File: config.mk
export PLATFORM = sky130hd
export DESIGN_NAME = mux4_sel_reg_flat
export DESIGN_NICKNAME = d
export VERILOG_FILES = /design/src/rtl/mux4_sel_reg_pkg.sv /design/src/rtl/mux4_sel_reg_if.sv /design/src/rtl/mux4_sel_reg_mux4_comb.sv /design/src/rtl/mux4_sel_reg.sv /design/src/flat_wrapper.sv
export SDC_FILE = /design/constraint.sdc
export NUM_CORES = 1
export LEC_CHECK = 0
export BUFFER_PORTS_ARGS = -buffer_cell sky130_fd_sc_hd__clkbuf_2
export CELL_PAD_IN_SITES_DETAIL_PLACEMENT = 0
export CELL_PAD_IN_SITES_GLOBAL_PLACEMENT = 1
export CORE_AREA = 2 2 39 41
export CTS_CLUSTER_DIAMETER = 60
export DETAILED_ROUTE_END_ITERATION = 6
export DIE_AREA = 0 0 41 43
export PLACE_DENSITY = 0.46
export SLEW_MARGIN = 10
export SYNTH_ARGS = -nofsm -noshare
export SYNTH_HDL_FRONTEND = slang
export SYNTH_SLANG_ARGS = --single-unit
File: constraint.sdc
create_clock -name clk -period 0.85 [get_ports clk]
set_clock_uncertainty 0.1 [all_clocks]
set_input_delay 0.1275 -clock clk [delete_from_list [all_inputs] [get_ports clk]]
set_output_delay 0.1275 -clock clk [all_outputs]
set_load 0.02 [all_outputs]
File: src/rtl/mux4_sel_reg_pkg.sv
// Shared select-code constants and status types for the 4:1 steering mux.
// Imported by the interface, the combinational mux and the registered top.
package mux4_sel_reg_pkg;

    typedef logic [1:0] sel_t;

    localparam sel_t SEL_A = 2'b00;
    localparam sel_t SEL_B = 2'b01;
    localparam sel_t SEL_C = 2'b10;
    localparam sel_t SEL_D = 2'b11;

    // Registered status that is always clocked, whatever the output mode of z.
    typedef struct packed {
        logic valid;
        sel_t sel;
        logic changed;
    } status_t;

    localparam status_t STATUS_RESET = '{valid: 1'b0, sel: SEL_A, changed: 1'b0};

    // x is the select MSB, y the LSB.
    function automatic sel_t sel_code(input logic x, input logic y);
        return {x, y};
    endfunction

endpackage

File: src/rtl/mux4_sel_reg_if.sv
// Bundle of select, data, enable and status lines of the 4:1 steering mux.
// master drives the selects and data; slave is the mux itself.
interface mux4_sel_reg_if #(
    parameter int WIDTH = 1
);
    import mux4_sel_reg_pkg::*;

    logic             x;
    logic             y;
    logic [WIDTH-1:0] a;
    logic [WIDTH-1:0] b;
    logic [WIDTH-1:0] c;
    logic [WIDTH-1:0] d;
    logic             en;
    logic [WIDTH-1:0] z;
    logic             z_valid;
    sel_t             sel_q;
    logic             z_changed;

    modport master (
        output x, y, a, b, c, d, en,
        input  z, z_valid, sel_q, z_changed
    );

    modport slave (
        input  x, y, a, b, c, d, en,
        output z, z_valid, sel_q, z_changed
    );

endinterface

File: src/rtl/mux4_sel_reg_mux4_comb.sv
// Purely combinational 4:1 selector; the select map is complete, so there
// is no fallback branch.
module mux4_comb
    import mux4_sel_reg_pkg::*;
#(
    parameter int WIDTH = 1
) (
    input  sel_t             sel,
    input  logic [WIDTH-1:0] a,
    input  logic [WIDTH-1:0] b,
    input  logic [WIDTH-1:0] c,
    input  logic [WIDTH-1:0] d,
    output logic [WIDTH-1:0] y
);

    genvar gi;
    generate
        for (gi = 0; gi < WIDTH; gi++) begin : g_bit
            always_comb begin
                case (sel)
                    SEL_A: y[gi] = a[gi];
                    SEL_B: y[gi] = b[gi];
                    SEL_C: y[gi] = c[gi];
                    SEL_D: y[gi] = d[gi];
                endcase
            end
        end
    endgenerate

endmodule

File: src/rtl/mux4_sel_reg.sv
// 4:1 steering mux with registered (or pass-through) output, select echo,
// valid flag and a one-cycle change pulse on captured z.
module mux4_sel_reg
    import mux4_sel_reg_pkg::*;
#(
    parameter int WIDTH        = 1,
    parameter bit REGISTER_OUT = 1'b1
) (
    input logic           clk,
    input logic           rst_n,
    mux4_sel_reg_if.slave bus
);

    sel_t             sel;
    logic [WIDTH-1:0] mux_y;
    logic [WIDTH-1:0] z_reg;
    logic [WIDTH-1:0] z_next;
    status_t          status_reg;
    status_t          status_next;

    assign sel = sel_code(bus.x, bus.y);

    mux4_comb #(
        .WIDTH (WIDTH)
    ) u_mux (
        .sel (sel),
        .a   (bus.a),
        .b   (bus.b),
        .c   (bus.c),
        .d   (bus.d),
        .y   (mux_y)
    );

    // The change detector compares against z_reg even in pass-through mode,
    // so z_changed means the same thing for both output modes.
    always_comb begin
        z_next      = z_reg;
        status_next = status_reg;
        if (bus.en) begin
            z_next             = mux_y;
            status_next.sel    = sel;
            status_next.valid  = 1'b1;
            status_next.changed = (mux_y != z_reg) && status_reg.valid;
        end else begin
            status_next.changed = 1'b0;
        end
    end

    always_ff @(posedge clk or negedge rst_n) begin
        if (!rst_n) begin
            z_reg      <= '0;
            status_reg <= STATUS_RESET;
        end else begin
            z_reg      <= z_next;
            status_reg <= status_next;
        end
    end

    generate
        if (REGISTER_OUT) begin : g_z_reg
            assign bus.z = z_reg;
        end else begin : g_z_comb
            assign bus.z = mux_y;
        end
    endgenerate

    assign bus.z_valid   = status_reg.valid;
    assign bus.sel_q     = status_reg.sel;
    assign bus.z_changed = status_reg.changed;

`ifndef SYNTHESIS
    // An unknown select while capturing would load garbage silently.
    a_sel_known: assert property (@(posedge clk) disable iff (!rst_n)
        bus.en |-> !$isunknown({bus.x, bus.y}))
        else $error("mux4_sel_reg: unknown select while en=1");
`endif

endmodule

File: src/flat_wrapper.sv
// flat-port wrapper written by rule: the top's interface ports become plain ports
module mux4_sel_reg_flat import mux4_sel_reg_pkg::*;
#(
    parameter int WIDTH        = 1,
    parameter bit REGISTER_OUT = 1'b1
)
  (clk, rst_n, bus_x, bus_y, bus_a, bus_b, bus_c, bus_d, bus_en, bus_z, bus_z_valid, bus_sel_q, bus_z_changed);
  mux4_sel_reg_if #(.WIDTH(WIDTH)) bus_i ();
  input logic clk;
  input logic rst_n;
  input wire logic [$bits(bus_i.x)-1:0] bus_x;
  input wire logic [$bits(bus_i.y)-1:0] bus_y;
  input wire logic [$bits(bus_i.a)-1:0] bus_a;
  input wire logic [$bits(bus_i.b)-1:0] bus_b;
  input wire logic [$bits(bus_i.c)-1:0] bus_c;
  input wire logic [$bits(bus_i.d)-1:0] bus_d;
  input wire logic [$bits(bus_i.en)-1:0] bus_en;
  output wire logic [$bits(bus_i.z)-1:0] bus_z;
  output wire logic [$bits(bus_i.z_valid)-1:0] bus_z_valid;
  output wire logic [$bits(bus_i.sel_q)-1:0] bus_sel_q;
  output wire logic [$bits(bus_i.z_changed)-1:0] bus_z_changed;
  assign bus_i.x = bus_x;
  assign bus_i.y = bus_y;
  assign bus_i.a = bus_a;
  assign bus_i.b = bus_b;
  assign bus_i.c = bus_c;
  assign bus_i.d = bus_d;
  assign bus_i.en = bus_en;
  assign bus_z = bus_i.z;
  assign bus_z_valid = bus_i.z_valid;
  assign bus_sel_q = bus_i.sel_q;
  assign bus_z_changed = bus_i.z_changed;
  mux4_sel_reg #(.WIDTH(WIDTH), .REGISTER_OUT(REGISTER_OUT)) u_core (.clk(clk), .rst_n(rst_n), .bus(bus_i));
endmodule
# Word level (Yosys, flattened, before mapping)
# Index checks and enable logic that the tools add are counted.
op_classes:
  eq_ne: 4
  muxes: 2
  n_reduce_logical: 2
op_table:
  columns: ["operator", "count"]
  rows:
  - ["$eq A2 B2 Y1 const B", 2]
  - ["$pmux W1 S4", 1]
  - ["$eq A2 B1 Y1 const B", 1]
  - ["$logic_not A2 Y1", 1]
  - ["$logic_and A1 B1 Y1", 1]
  - ["$mux W1", 1]
  - ["$ne A1 B1 Y1", 1]
word_totals:
  regBits: 5
  input_bits: 9
  word_cells: 12

# Depth between registers and ports, before layout
logic_depth:
  ltp_word: 5
  depth_mapped: 3
  ltp_nobuf: 3

# Cells and area by module
# A second synthesis with hierarchy kept.
unflattened:
  cells_unflattened: 12
  hier_area_um2: 203.9
modules_own_cells:
  columns: ["module", "area_each_um2", "cells_each", "n_inst"]
  rows:
  - ["mux4_sel_reg", 181.4, 11, 1]
  - ["mux4_comb", 22.5, 1, 1]

# Worst setup path after synthesis
# OpenSTA, ideal clock, no wires.
synth_path:
  kind: "in2reg"
  start: "input bus_y"
  end: "register u_core.status_reg (netlist bit u_core.bus.z_changed)"
  t_required_ps: 630
  setup_slack_ps: -299
  arrival_time_ps: 929
  n_path_buf: 0
  stages: 3
  setup_ps: 120
  path_cell_list: "mux4_2 xor2_1 and3_1"
synth_lines:
  columns: ["item", "line_no", "text"]
  rows:
  - ["start, declared", "flat_wrapper.sv:12", "input wire logic [$bits(bus_i.y)-1:0] bus_y;"]
  - ["end signal, assigned", "mux4_sel_reg.sv:55", "status_reg <= status_next;"]
  - ["end, declared", "mux4_sel_reg.sv:18", "status_t status_reg;"]

# Worst setup path after layout
layout_path:
  start: "register u_core.z_reg (netlist: u_core.bus.z)"
  end: "output bus_z"
layout_lines:
  columns: ["item", "line_no", "text"]
  rows:
  - ["start, declared", "mux4_sel_reg.sv:16", "logic [WIDTH-1:0] z_reg;"]
  - ["start signal, assigned", "mux4_sel_reg.sv:54", "z_reg <= z_next;"]
  - ["end, declared", "flat_wrapper.sv:18", "output wire logic [$bits(bus_i.z)-1:0] bus_z;"]
# No word-level cell between the ends.

==> flow_metrics.tcl <==
set metrics [dict create \
    synth_nets 21 \
    path_delay_family "flip-flops" \
    syn_avg_cell_area_sq_um 16.9 \
    antenna_found_initial 0 \
    grt-ovfl-total 0 \
    fin_area_sq_um 378 \
    final_nets 41 \
    io_pins 14 \
    synthToLayoutAreaGrowth_pct 86.4 \
    r2r_end "u_core.bus.z_changed" \
    status "finished, violations left" \
    vdd_drop_max_mv 0.732 \
    timing.final.ws_setup_ps -165 \
    die_w_um 41 \
    cp.arrival_ps 790 \
    clkSlewWorstSetupHoldPaths_ps 50 \
    rsz0062_at_grt "yes" \
    endpoint_kind "primary output" \
    cpMaxStageDelayCell "dfrtp_1" \
    reg2reg_depth 3 \
    grt_max_degree 6 \
    post-route-util_pct 27.3 \
    cp-startpoint "u_core.bus.z" \
    critPathKind "register to primary output" \
    hold_slack_ps 17.0 \
    synth_cell_types 6 \
    drv_slew 0 \
    diodes 0 \
    worst_pin_slew_ps 142 \
    h-tree-depth 1 \
    drive_gt1_share_pct 83.9 \
    drt-initial-drc-count 5 \
    yosysTopAreaCell "dfrtp_1" \
    finalSetupViolations 9 \
    cap_viol_max_count 0 \
    largest_reg_flops 2 \
    ys_ff_latch 5 \
    avgRoutedWirePerCell_um 10.8 \
    whs_path_depth 2 \
    rows 14 \
    period_needed_ps 1010 \
    grt_util_all_layers_pct 8.11 \
    start_util_pct 14.6 \
    required_ps 620 \
    die_h_um 43 \
    netlist_area_sq_um 203 \
    netlist_top_cells_area "dfrtp_1 (62%), mux2_2 (17%), mux4_2 (11%)" \
    p_leak_nw 0.180 \
    grt_pass1_wl_um 862 \
    clock_latency_ps 240 \
    coreArea_sq_um 1380 \
    ys_warn_count 0 \
    first_pass_iters 2 \
    gp_congestion 0.627 \
    path_max_fanout 2 \
    vias 178 \
    period_share_pct 119 \
    r2r_slack_ps -150 \
    drcViolationCount 0 \
    cts_root_buf "clkbuf_4" \
    critPathMaxStageDelay_ps 380 \
    critPathLaunchType "register" \
    final_cells 47 \
    clock-sinks 5 \
    grt_pass1_vias 187 \
    cp-endpoint "bus_z" \
    fillers 147 \
    place_area_sq_um 294 \
    cp_num_cells 1 \
    numPortBuffers 13 \
    crit_chain "buf_2" \
    finalHoldViolCount 0 \
    critPathBufInv 1 \
    via_per_inst 3.79 \
    power_density_nw_per_um2 1940 \
    routed_wl_um 507 \
    violations "negative setup slack" \
    die-area_sq_um 1760 \
    yosysSeqAreaShare_pct 61.7 \
    hold_class "input port to register" \
    dp.cells 41 \
    cts_tree "done" \
    regToRegStartpoint "u_core.bus.z" \
    numCtsBuffers 3 \
    cts_max_path_buffers 2 \
    synth_top_cell_area_share_pct 61.7 \
    antenna_left 0 \
    fmax_mhz 985 \
    max_slew_margin_pct 90.5 \
    power_mw 0.733 \
    synthCells 12 \
]
## synth_stat cells
library cell,count
and3_1,1
dfrtp_1,5
mux2_2,3
mux4_2,1
or2_2,1
xor2_1,1
## worst min-delay path by stage
stage / startpoint / end / slack, ps
after floorplan: rst_n / u_core.bus.sel_q[0] / -270
after global placement: rst_n / u_core.bus.z / -150
after detailed placement: rst_n / u_core.bus.z_changed / -140
after CTS: bus_x / u_core.bus.sel_q[1] / 40
after global routing: bus_y / u_core.bus.sel_q[0] / 20
final: bus_y / u_core.bus.sel_q[0] / 20
## per-stage QoR
| step | TNS (ps) | setup slack, ps |
|---|---|---|
| after global placement | -795 | -408 |
| after floorplan | -697 | -283 |
| after global routing | -1340 | -192 |
| after detailed placement | -843 | -430 |
| after CTS | -1210 | -197 |
| final | -1080 | -165 |
## where the power goes
| group | internal [mW] | total (mW) | leakage (nW) | switching, mW |
|---|---|---|---|---|
| Combinational | 0.100 | 0.171 | 0.108 | 0.0714 |
| Sequential | 0.264 | 0.279 | 0.0544 | 0.0148 |
| Clock | 0.171 | 0.282 | 0.0177 | 0.111 |
## final cells by class
cell class | count | area, sq um | share of cell area, %
Multi-Input combinational cell | 7 | 83.8 | 22.2
Timing Repair Buffer | 15 | 118 | 31.1
Tap cell | 16 | 20.0 | 5.30
Sequential cell | 5 | 129 | 34.1
Clock buffer | 3 | 22.5 | 5.96
Clock inverter | 1 | 5.00 | 1.32
## cells by family after synthesis
| group | count (synthesis) | synth area share (%) |
|---|---|---|
| DFF | 5 | 61.7 |
| muxes | 4 | 27.8 |
| and+or+nand+nor | 2 | 6.18 |
| xor gates and xnor gates | 1 | 4.32 |
## cell usage in the layout, fill, tap and decap left out, drive strengths merged
cell type	n
and3	1
buf	7
clkbuf	10
clkinv	1
dfrtp	5
dlygate4sd3	1
mux2	3
mux4	1
or2	1
xor2	1
## routing by layer
layer | track usage [%] | up-vias | part of all wire, %
met4 | 6.00 | 0 | 0
met3 | 4.71 | 0 | 14
li1 | - | 80 | -
met5 | 0 | - | 0
met2 | 10.3 | 14 | 47
met1 | 9.60 | 84 | 39
## repair_timing
item                       CTS  global route
gates resized for setup      0            17
hold endpoints to repair     5             0
buffers inserted             0             1
hold buffers                 1             0
pin swaps                    2             2
setup endpoints to repair    9             9
No activity file was read; power rests on OpenSTA's default activity.
